===== config.mk =====
export PLATFORM = sky130hd
export DESIGN_NAME = id_ex_operand_stage
export DESIGN_NICKNAME = d
export VERILOG_FILES = /design/src/rtl/riscv_pkg.sv /design/src/rtl/operand_fwd_mux.sv /design/src/rtl/id_ex_operand_stage.sv
export SDC_FILE = /design/constraint.sdc
export NUM_CORES = 1
export LEC_CHECK = 0
export ABC_AREA = 1
export BUFFER_PORTS_ARGS = -buffer_cell sky130_fd_sc_hd__buf_4
export CAP_MARGIN = 30
export CORE_ASPECT_RATIO = 0.9
export CORE_UTILIZATION = 45
export DETAILED_ROUTE_END_ITERATION = 12
export HOLD_SLACK_MARGIN = 0.06
export PLACE_DENSITY = 0.77
export SYNTH_ARGS = -nofsm -noshare
export SYNTH_HDL_FRONTEND = slang
export SYNTH_SLANG_ARGS = --single-unit
export TNS_END_PERCENT = 1

===== constraint.sdc =====
create_clock -name clk -period 4.95 [get_ports clk]
set_clock_uncertainty 0.1 [all_clocks]
set_input_delay 0.99 -clock clk [delete_from_list [all_inputs] [get_ports clk]]
set_output_delay 0.99 -clock clk [all_outputs]
set_load 0.05 [all_outputs]

===== src/rtl/riscv_pkg.sv =====
// Shared definitions for the ID/EX operand stage: ALU operation codes,
// forwarding-source selector and the default datapath widths.
package riscv_pkg;

    // Default datapath geometry
    localparam int DATA_WIDTH_DEF    = 32;
    localparam int OPCODE_LENGTH_DEF = 4;
    localparam int REG_ADDR_W_DEF    = 5;

    // ALU operation codes
    localparam logic [3:0] ALU_AND   = 4'b0000;
    localparam logic [3:0] ALU_OR    = 4'b0001;
    localparam logic [3:0] ALU_ADD   = 4'b0010;
    localparam logic [3:0] ALU_XOR   = 4'b0011;
    localparam logic [3:0] ALU_SLL   = 4'b0100;
    localparam logic [3:0] ALU_SRL   = 4'b0101;
    localparam logic [3:0] ALU_SUB   = 4'b0110;
    localparam logic [3:0] ALU_SRA   = 4'b0111;
    localparam logic [3:0] ALU_EQ    = 4'b1000;
    localparam logic [3:0] ALU_NE    = 4'b1001;
    localparam logic [3:0] ALU_LT    = 4'b1010;
    localparam logic [3:0] ALU_GE    = 4'b1011;
    localparam logic [3:0] ALU_SLT   = 4'b1100;
    localparam logic [3:0] ALU_PASSB = 4'b1110;
    // The ALU yields zero for this code, so a bubble is harmless downstream
    localparam logic [3:0] ALU_NOP   = 4'b1111;

    // Where a forwarded operand comes from
    typedef enum logic [1:0] {
        FWD_NONE = 2'd0,
        FWD_WB   = 2'd1,
        FWD_EXM  = 2'd2
    } fwd_sel_t;

endpackage


===== src/rtl/operand_fwd_mux.sv =====
// Forwarding select and 3:1 operand mux for one source register held in EX.
// The younger EX/MEM result wins over MEM/WB; x0 is never forwarded.
module operand_fwd_mux
    import riscv_pkg::*;
#(
    parameter int DATA_WIDTH = 32,
    parameter int REG_ADDR_W = 5
) (
    input  logic [REG_ADDR_W-1:0] src_addr,
    input  logic [DATA_WIDTH-1:0] reg_data,
    input  logic [REG_ADDR_W-1:0] exm_rd_addr,
    input  logic                  exm_reg_write,
    input  logic [DATA_WIDTH-1:0] exm_result,
    input  logic [REG_ADDR_W-1:0] wb_rd_addr,
    input  logic                  wb_reg_write,
    input  logic [DATA_WIDTH-1:0] wb_result,
    output logic [DATA_WIDTH-1:0] fwd_data
);

    fwd_sel_t sel;
    logic     src_nonzero;
    logic     exm_hit;
    logic     wb_hit;

    // Pick the newest producer of this source register, EX/MEM first
    always_comb begin
        sel         = FWD_NONE;
        src_nonzero = (src_addr != '0);
        exm_hit     = exm_reg_write && src_nonzero && (exm_rd_addr == src_addr);
        wb_hit      = wb_reg_write && src_nonzero && (wb_rd_addr == src_addr);
        if (exm_hit) begin
            sel = FWD_EXM;
        end else if (wb_hit) begin
            sel = FWD_WB;
        end
    end

    // Route the selected source onto the operand
    always_comb begin
        fwd_data = reg_data;
        case (sel)
            FWD_EXM:  fwd_data = exm_result;
            FWD_WB:   fwd_data = wb_result;
            default:  fwd_data = reg_data;
        endcase
    end

endmodule


===== src/rtl/id_ex_operand_stage.sv =====
// ID/EX pipeline register with operand forwarding in front of the ALU.
// Captures the decoded instruction each cycle, turns it into a bubble on a
// branch flush or load-use hazard, and resolves RAW hazards from EX/MEM and
// MEM/WB so SrcA/SrcB/Operation can feed the ALU directly.
module id_ex_operand_stage
    import riscv_pkg::*;
#(
    parameter int DATA_WIDTH    = DATA_WIDTH_DEF,
    parameter int OPCODE_LENGTH = OPCODE_LENGTH_DEF,
    parameter int REG_ADDR_W    = REG_ADDR_W_DEF
) (
    input  logic                     clk,
    input  logic                     reset,
    input  logic                     id_valid,
    input  logic [REG_ADDR_W-1:0]    id_rs1_addr,
    input  logic [REG_ADDR_W-1:0]    id_rs2_addr,
    input  logic [REG_ADDR_W-1:0]    id_rd_addr,
    input  logic [DATA_WIDTH-1:0]    id_rs1_data,
    input  logic [DATA_WIDTH-1:0]    id_rs2_data,
    input  logic [DATA_WIDTH-1:0]    id_imm,
    input  logic [DATA_WIDTH-1:0]    id_pc,
    input  logic [OPCODE_LENGTH-1:0] id_alu_op,
    input  logic                     id_alu_src,
    input  logic                     id_a_is_pc,
    input  logic                     id_mem_read,
    input  logic                     id_reg_write,
    input  logic                     flush,
    input  logic [REG_ADDR_W-1:0]    exm_rd_addr,
    input  logic                     exm_reg_write,
    input  logic [DATA_WIDTH-1:0]    exm_result,
    input  logic [REG_ADDR_W-1:0]    wb_rd_addr,
    input  logic                     wb_reg_write,
    input  logic [DATA_WIDTH-1:0]    wb_result,
    output logic                     stall_req,
    output logic                     ex_valid,
    output logic [DATA_WIDTH-1:0]    SrcA,
    output logic [DATA_WIDTH-1:0]    SrcB,
    output logic [OPCODE_LENGTH-1:0] Operation,
    output logic [DATA_WIDTH-1:0]    ex_store_data,
    output logic [REG_ADDR_W-1:0]    ex_rd_addr,
    output logic                     ex_reg_write,
    output logic                     ex_mem_read
);

    // Everything the EX stage needs about one instruction
    typedef struct packed {
        logic                     valid;
        logic [REG_ADDR_W-1:0]    rs1_addr;
        logic [REG_ADDR_W-1:0]    rs2_addr;
        logic [REG_ADDR_W-1:0]    rd_addr;
        logic [DATA_WIDTH-1:0]    rs1_data;
        logic [DATA_WIDTH-1:0]    rs2_data;
        logic [DATA_WIDTH-1:0]    imm;
        logic [DATA_WIDTH-1:0]    pc;
        logic [OPCODE_LENGTH-1:0] alu_op;
        logic                     alu_src;
        logic                     a_is_pc;
        logic                     mem_read;
        logic                     reg_write;
    } id_ex_t;

    id_ex_t                ex_q;
    id_ex_t                captured;
    id_ex_t                bubble;
    logic                  load_use;
    logic [DATA_WIDTH-1:0] fwd_rs1;
    logic [DATA_WIDTH-1:0] fwd_rs2;

    // Build the two candidate register contents: the ID instruction or a bubble
    always_comb begin
        captured           = '0;
        captured.valid     = id_valid;
        captured.rs1_addr  = id_rs1_addr;
        captured.rs2_addr  = id_rs2_addr;
        captured.rd_addr   = id_rd_addr;
        captured.rs1_data  = id_rs1_data;
        captured.rs2_data  = id_rs2_data;
        captured.imm       = id_imm;
        captured.pc        = id_pc;
        captured.alu_op    = id_alu_op;
        captured.alu_src   = id_alu_src;
        captured.a_is_pc   = id_a_is_pc;
        captured.mem_read  = id_mem_read;
        captured.reg_write = id_reg_write;

        bubble        = '0;
        bubble.alu_op = OPCODE_LENGTH'(ALU_NOP);
    end

    // A load in EX whose destination is read by the ID instruction must be
    // separated by one bubble; a flush kills the ID instruction anyway
    always_comb begin
        load_use = ex_q.valid && ex_q.mem_read && (ex_q.rd_addr != '0)
                   && ((ex_q.rd_addr == id_rs1_addr) || (ex_q.rd_addr == id_rs2_addr));
        stall_req = !reset && !flush && id_valid && load_use;
    end

    // ID/EX register: reset, then flush/stall bubble, then normal capture
    always_ff @(posedge clk) begin
        if (reset) begin
            ex_q <= bubble;
        end else if (flush || stall_req) begin
            ex_q <= bubble;
        end else begin
            ex_q <= captured;
        end
    end

    operand_fwd_mux #(
        .DATA_WIDTH (DATA_WIDTH),
        .REG_ADDR_W (REG_ADDR_W)
    ) u_fwd_rs1 (
        .src_addr      (ex_q.rs1_addr),
        .reg_data      (ex_q.rs1_data),
        .exm_rd_addr   (exm_rd_addr),
        .exm_reg_write (exm_reg_write),
        .exm_result    (exm_result),
        .wb_rd_addr    (wb_rd_addr),
        .wb_reg_write  (wb_reg_write),
        .wb_result     (wb_result),
        .fwd_data      (fwd_rs1)
    );

    operand_fwd_mux #(
        .DATA_WIDTH (DATA_WIDTH),
        .REG_ADDR_W (REG_ADDR_W)
    ) u_fwd_rs2 (
        .src_addr      (ex_q.rs2_addr),
        .reg_data      (ex_q.rs2_data),
        .exm_rd_addr   (exm_rd_addr),
        .exm_reg_write (exm_reg_write),
        .exm_result    (exm_result),
        .wb_rd_addr    (wb_rd_addr),
        .wb_reg_write  (wb_reg_write),
        .wb_result     (wb_result),
        .fwd_data      (fwd_rs2)
    );

    // Operand selection for the ALU; operands are forced to zero under reset
    always_comb begin
        SrcA = ex_q.a_is_pc ? ex_q.pc  : fwd_rs1;
        SrcB = ex_q.alu_src ? ex_q.imm : fwd_rs2;
        if (reset) begin
            SrcA = '0;
            SrcB = '0;
        end
    end

    // Remaining EX outputs; side-effect controls only act for real instructions
    always_comb begin
        ex_valid      = ex_q.valid;
        Operation     = ex_q.alu_op;
        ex_store_data = fwd_rs2;
        ex_rd_addr    = ex_q.rd_addr;
        ex_reg_write  = ex_q.valid && ex_q.reg_write;
        ex_mem_read   = ex_q.valid && ex_q.mem_read;
    end

endmodule

; ---- Word level (Yosys, flattened, before mapping)
; Index checks and enable logic that the tools add are counted.
[word_totals]
elab_cells = 56
input_bits = 231
ff_bits = 152
[op_classes]
n_eq_ne = 10
mux = 10
reduce_logical = 23
[op_table]
columns = operator, count
row1 = 2-to-1 mux 32 bit, 4
row2 = case mux 32 bit (2 select lines), 2
row3 = equality test 5 bit, 6
row4 = logical AND 1 bit, 15
row5 = nonzero test 5 bit, 3
row6 = equality test 2 x 1 -> 1 bit (second input constant), 2
row7 = equality test 2 bit (second input constant), 2
row8 = 2-to-1 mux 2 bit, 2
row9 = zero test 1 bit, 2
row10 = logical OR 1 bit, 2
row11 = 2-to-1 mux 1 bit, 2
row12 = OR reduction 2 bit, 1

; ---- Longest topological paths before layout
[logic_depth]
ltp_word = 9
depth_mapped = 12
ltp_nobuf = 11

; ---- Cells and area by module
; Synthesis repeated with hierarchy kept, for this count alone.
[hier_totals]
hier_cells = 1155
hier_area_um2 = 7689.9
[by_module_without_submodules]
columns = mod, area_per_inst_um2, n_inst, seq_area_each_um2, cells_per_inst
row1 = id_ex_operand_stage, 5527.8, 1, 3042.9, 741
row2 = operand_fwd_mux, 1081.0, 2, 0.0, 207

; ---- Worst setup path before layout
; OpenSTA, ideal clock, no wires.
[synth_path]
path_kind = input to output
startpoint = input exm_rd_addr[3]
endpoint = output SrcB[17]
n_path_buf = 1
arrival_time_ns = 2.864
required_ns = 3.860
cell_stages = 12
slack_ns = 0.996
path_cell_list = inv_1 -> nand2_1 -> nand2_1 -> clkinv_1 -> nand2_1 -> nor2_4 -> nand2_2 -> buf_2 -> nand3_1 -> nand3_1 -> nor2_1 -> nor2_1
[synth_via]
elab_chain_len = 7
elab_cells_between_ends = 8
cone_classes = eq/ne (3) / mux (4) / reduce/logical (1)
[synth_rtl]
columns = element, line_no
row1 = start: declaration, id_ex_operand_stage.sv:28  ; input logic [REG_ADDR_W-1:0] exm_rd_addr,
row2 = equality test 5 bit *, operand_fwd_mux.sv:29  ; exm_hit = exm_reg_write && src_nonzero && (exm_rd_addr == src_addr);
row3 = logical AND 1 bit *, operand_fwd_mux.sv:29
row4 = 2-to-1 mux 2 bit *, operand_fwd_mux.sv:31  ; if (exm_hit) begin
row5 = equality test 2 x 1 -> 1 bit or equality test 2 bit (tied branches), operand_fwd_mux.sv:41  ; case (sel)
row6 = case mux 32 bit (2 select lines) *, operand_fwd_mux.sv:41
row7 = via ex_store_data[17], id_ex_operand_stage.sv:39  ; output logic [DATA_WIDTH-1:0] ex_store_data,
row8 = 2-to-1 mux 32 bit *, id_ex_operand_stage.sv:142  ; SrcB = ex_q.alu_src ? ex_q.imm : fwd_rs2;
row9 = 2-to-1 mux 32 bit *, id_ex_operand_stage.sv:143  ; if (reset) begin
row10 = end: declaration, id_ex_operand_stage.sv:37  ; output logic [DATA_WIDTH-1:0] SrcB,
; Mark *: on every way through the listed nets, which the timed path passes. The rest lies on a longest branch.

; ---- Worst setup path in the final report
[layout_path]
startpoint = input wb_rd_addr[3]
endpoint = output SrcB[0]
[layout_via]
elab_chain_len = 8
elab_cells_between_ends = 9
cone_classes = eq/ne (3) / mux (5) / reduce/logical (1)
[layout_rtl]
columns = element, line_no
row1 = start: declaration, id_ex_operand_stage.sv:31  ; input logic [REG_ADDR_W-1:0] wb_rd_addr,
row2 = equality test 5 bit *, operand_fwd_mux.sv:30  ; wb_hit = wb_reg_write && src_nonzero && (wb_rd_addr == src_addr);
row3 = logical AND 1 bit *, operand_fwd_mux.sv:30
row4 = 2-to-1 mux 1 bit *, operand_fwd_mux.sv:33  ; end else if (wb_hit) begin
row5 = 2-to-1 mux 2 bit *, operand_fwd_mux.sv:31
row6 = equality test 2 x 1 -> 1 bit or equality test 2 bit (tied branches), operand_fwd_mux.sv:41
row7 = case mux 32 bit (2 select lines) *, operand_fwd_mux.sv:41
row8 = 2-to-1 mux 32 bit *, id_ex_operand_stage.sv:142
row9 = 2-to-1 mux 32 bit *, id_ex_operand_stage.sv:143
; Mark *: on every way between the ends. The rest lies on a longest branch, timed or not.

==> summary.txt <==
SYNTH
----------------------------------------------------------------------------------
Mapped Cells                                                                 1,216
Async set-reset flop share out of synthesis                                     0%
Register bit total from synthesis                                              152
Summed instance area of the synthesized netlist                          7687 um^2
Post-synthesis average cell area                                        6.322 um^2
Number of nets produced by synthesis                                         1,447
Commonest cells in the netlist                                        sky130_fd_sc_hd__nor2_1 (289), sky130_fd_sc_hd__nand3_1 (262), sky130_fd_sc_hd__inv_1 (239)
Cell with the most instances after synthesis                          sky130_fd_sc_hd__nor2_1
Unique masters post-synth                                                       25
Synth area leader                                                     sky130_fd_sc_hd__dfxtp_1
Main area contributors after synthesis                                sky130_fd_sc_hd__dfxtp_1 (40%), sky130_fd_sc_hd__nand3_1 (17%), sky130_fd_sc_hd__nor2_1 (14%)
Top-area cell type share of the netlist area                                39.58%
Most frequently used flop master after synthesis                      sky130_fd_sc_hd__dfxtp_1
Part of the Yosys area used for sequential elements                         39.58%
EDFF count, synth                                                                0
Yosys warnings                                                                   0

ROUTE
----------------------------------------------------------------------------------
Remaining number of nets flagged by the antenna check after routing              0
Iteration-0 DRC Markers                                                        751
Total number of vias                                                         8,689
WL per Instance                                                           16.29 um
WL final                                                                  28.22 mm
Drc violations                                                                   0
TritonRoute pass-1 iters                                                         5
Via-per-instance ratio                                                       5.014

PWR
----------------------------------------------------------------------------------
Cell internal pwr                                                       0.002259 W
Worst-case vdd ir drop                                                   0.2665 mV
Leakage Power                                                             6.176 nW
Net switching power of the design                                      0.0009817 W
Total power per unit cell area                                        299.4 nW/um^2
Reg power frac                                                               39.8%
Portion of total power attributed to the clock network                       39.7%
Net Sw Frac                                                                 30.29%
Combinational fraction of design power                                       20.5%

CLOCK NETWORK
----------------------------------------------------------------------------------
Clock-pin slew on the worst setup and hold paths                           0.07 ns
Number of CTS-inserted buffers                                                  17
Number of sinks handled by clock tree synthesis                                152
Clock root buffer master                                              sky130_fd_sc_hd__clkbuf_16
Clk_lat worst skew                                                         0.43 ns
H-Tree Depth                                                                     4
Maximum clock path buffer count                                                  2
TritonCTS clock tree                                                         built
Number of hold buffers added after CTS                                           0
Number of cells upsized or downsized after cts                                   0
Buffers inserted by post-CTS timing repair                                       0

GRT
----------------------------------------------------------------------------------
Met1 track demand over resource                                             40.15%
Largest net degree at the start of global routing                               62
Global routing met3 resource utilization                                    7.300%
Routing usage on met2                                                       51.44%
GR peak layer                                                                 met2
Number of antenna violations at the first check in global routing                2
Overflow left after global routing                                               0
First-pass GRT wire length                                                43.32 mm
Overall routing resource usage                                              31.95%
Number of global-route vias before repair                                    8,098

DIE
----------------------------------------------------------------------------------
Initial core utilization                                                    46.86%
Row cnt                                                                         44
Chip Width                                                                139.8 um
Die height                                                                126.0 um
# IOs                                                                          340
Core area                                                              16,410 um^2
Die Footprint                                                          17,610 um^2

SETUP PATH
----------------------------------------------------------------------------------
Critical path startpoint category                                     primary input
Category of the critical setup timing path                               in -> out
Register-to-register path setup slack                                      2.54 ns
Critical Path RT                                                           3.86 ns
Critical Path Sink Type                                                 output pin
Arrival time at the worst endpoint                                         2.94 ns
Worst-path maximum fanout                                                       20

STA
----------------------------------------------------------------------------------
Tcrit/Tclk final                                                            81.43%
Actual transition at the worst max-transition pin                        0.7073 ns
Final count of hold timing violations                                            0
Max Transition Viols Final                                                       0
Setup violators final                                                            0
Max-slew headroom at the worst pin                                          52.85%
Setup repair after global routing missed its margin                             no
Minimum clock period                                                      4.031 ns
Fmax                                                                     248.1 MHz
Final TNS setup                                                               0 ns

FLOW RUN
----------------------------------------------------------------------------------
Max Cap Viol                                                                     0

CELLS AND AREA
----------------------------------------------------------------------------------
Syn-to-layout area delta                                                    40.80%
Layout Nets                                                                  1,742
Layout Cell Area excl Fill                                             10,820 um^2
Layout fillers                                                               1,524
Fraction of final layout cells with drive strength greater than 1           26.51%

WORST HOLD PATH
----------------------------------------------------------------------------------
Min-delay worst type                                                     in -> reg

RUN STATUS
----------------------------------------------------------------------------------
Result of the run                                                     finished clean

PLACE
----------------------------------------------------------------------------------
Gp weighted congestion                                                       1.005
Count of buffers inserted at the top-level ports                               339
Placed inst area                                                       10,230 um^2
Detailed Place HPWL                                                       21.06 mm

[critical path, stage by stage]
cell	delay [ns]
sky130_fd_sc_hd__buf_4	0.10
sky130_fd_sc_hd__inv_1	0.05
sky130_fd_sc_hd__nand2_1	0.05
sky130_fd_sc_hd__nand2_1	0.05
sky130_fd_sc_hd__nor2_1	0.16
sky130_fd_sc_hd__nand2_1	0.12
sky130_fd_sc_hd__nor2_4	0.44
sky130_fd_sc_hd__buf_4	0.31
sky130_fd_sc_hd__nand3_1	0.10
sky130_fd_sc_hd__nand3_1	0.19
sky130_fd_sc_hd__nor2_1	0.06
sky130_fd_sc_hd__nor2_1	0.11
sky130_fd_sc_hd__buf_4	0.21
[worst paths after layout]
check | start | endpoint | cells past startpoint
setup / recovery | wb_rd_addr[3] | SrcB[0] | 13
hold / removal | id_alu_op[3] | Operation[3]$_SDFF_PP1_ | 2
setup reg to reg | ex_rd_addr[2]$_SDFF_PP0_ | ex_q[115]$_SDFF_PP0_ | 8
hold reg to reg | ex_q[1]$_SDFF_PP0_ | Operation[3]$_SDFF_PP1_ | 6
[cells by family after synthesis]
group                     synth area share, %
buffers and inverters                   17.82
xor gates and xnor gates                1.025
DFF                                     39.58
and+or+nand+nor                         38.90
AOI/OAI and AO/OA                       2.669
[placed cells by master, fill, tap and decap left out, drive strengths merged]
master / n
buf: 357
nor2: 296
nand3: 262
inv: 248
dfxtp: 152
nand2: 124
o21ai: 36
clkbuf: 19
xnor2: 6
clkinv: 5
nand4: 4
nand3b: 4
xor2: 3
diode: 2
a21oi: 2
clkinvlp: 2
a21boi: 1
o211ai: 1
nor3: 1
bufinv: 1
[metal layers]
| metal | vias to the layer above | part of all wire [%] |
|---|---|---|
| li1 | 4260 | - |
| met1 | 3885 | 41 |
| met2 | 483 | 46 |
| met3 | 61 | 9.0 |
| met4 | 0 | 3.8 |
| met5 | - | 0 |
[area by class of cell]
| cell class | instances | area, um^2 | share of cell area [%] |
|---|---|---|---|
| well taps | 207 | 259.0 | 2.393 |
| diodes | 2 | 5.005 | 0.04624 |
| clock inverters | 13 | 131.4 | 1.214 |
| repair buffers | 357 | 2725 | 25.18 |
| clock buffers | 19 | 452.9 | 4.184 |
| flip-flops and latches | 152 | 3044 | 28.12 |
| multi-input cells | 740 | 3294 | 30.44 |
| inverters | 243 | 912.1 | 8.427 |
[power groups by stage]
stage                     clock network [W]  logic, W  registers (W)
after global routing                0.00136  0.000711        0.00129
final                               0.00129  0.000664        0.00129
after floorplan                           0  0.000371        0.00131
after global placement                    0  0.000654        0.00132
after CTS                           0.00131  0.000662        0.00129
after detailed placement                  0  0.000659        0.00132
[through the flow]
| step | cells | total power (W) | utilization, % | hold slack, ns | setup WS [ns] |
|---|---|---|---|---|---|
| after floorplan | 1216 | 0.001684 | - | 0.6507 | 0.9956 |
| after global placement | 1697 | 0.001971 | 62.10 | 0.6705 | 1.002 |
| after detailed placement | 1699 | 0.001976 | 62.39 | 0.6909 | 0.9682 |
| after CTS | 1731 | 0.003259 | 65.95 | 0.6330 | 0.9563 |
| after global routing | 1733 | 0.003364 | 65.98 | 0.6467 | 0.7215 |
| final | 1733 | 0.003241 | 65.98 | 0.6474 | 0.9194 |
[state kept, by name, indices dropped and copies added (netlist names)]
name,flops
ex_rd_addr,5
ex_valid,1
Operation,4
ex_q,142
Power figures use the tool's default switching activity.
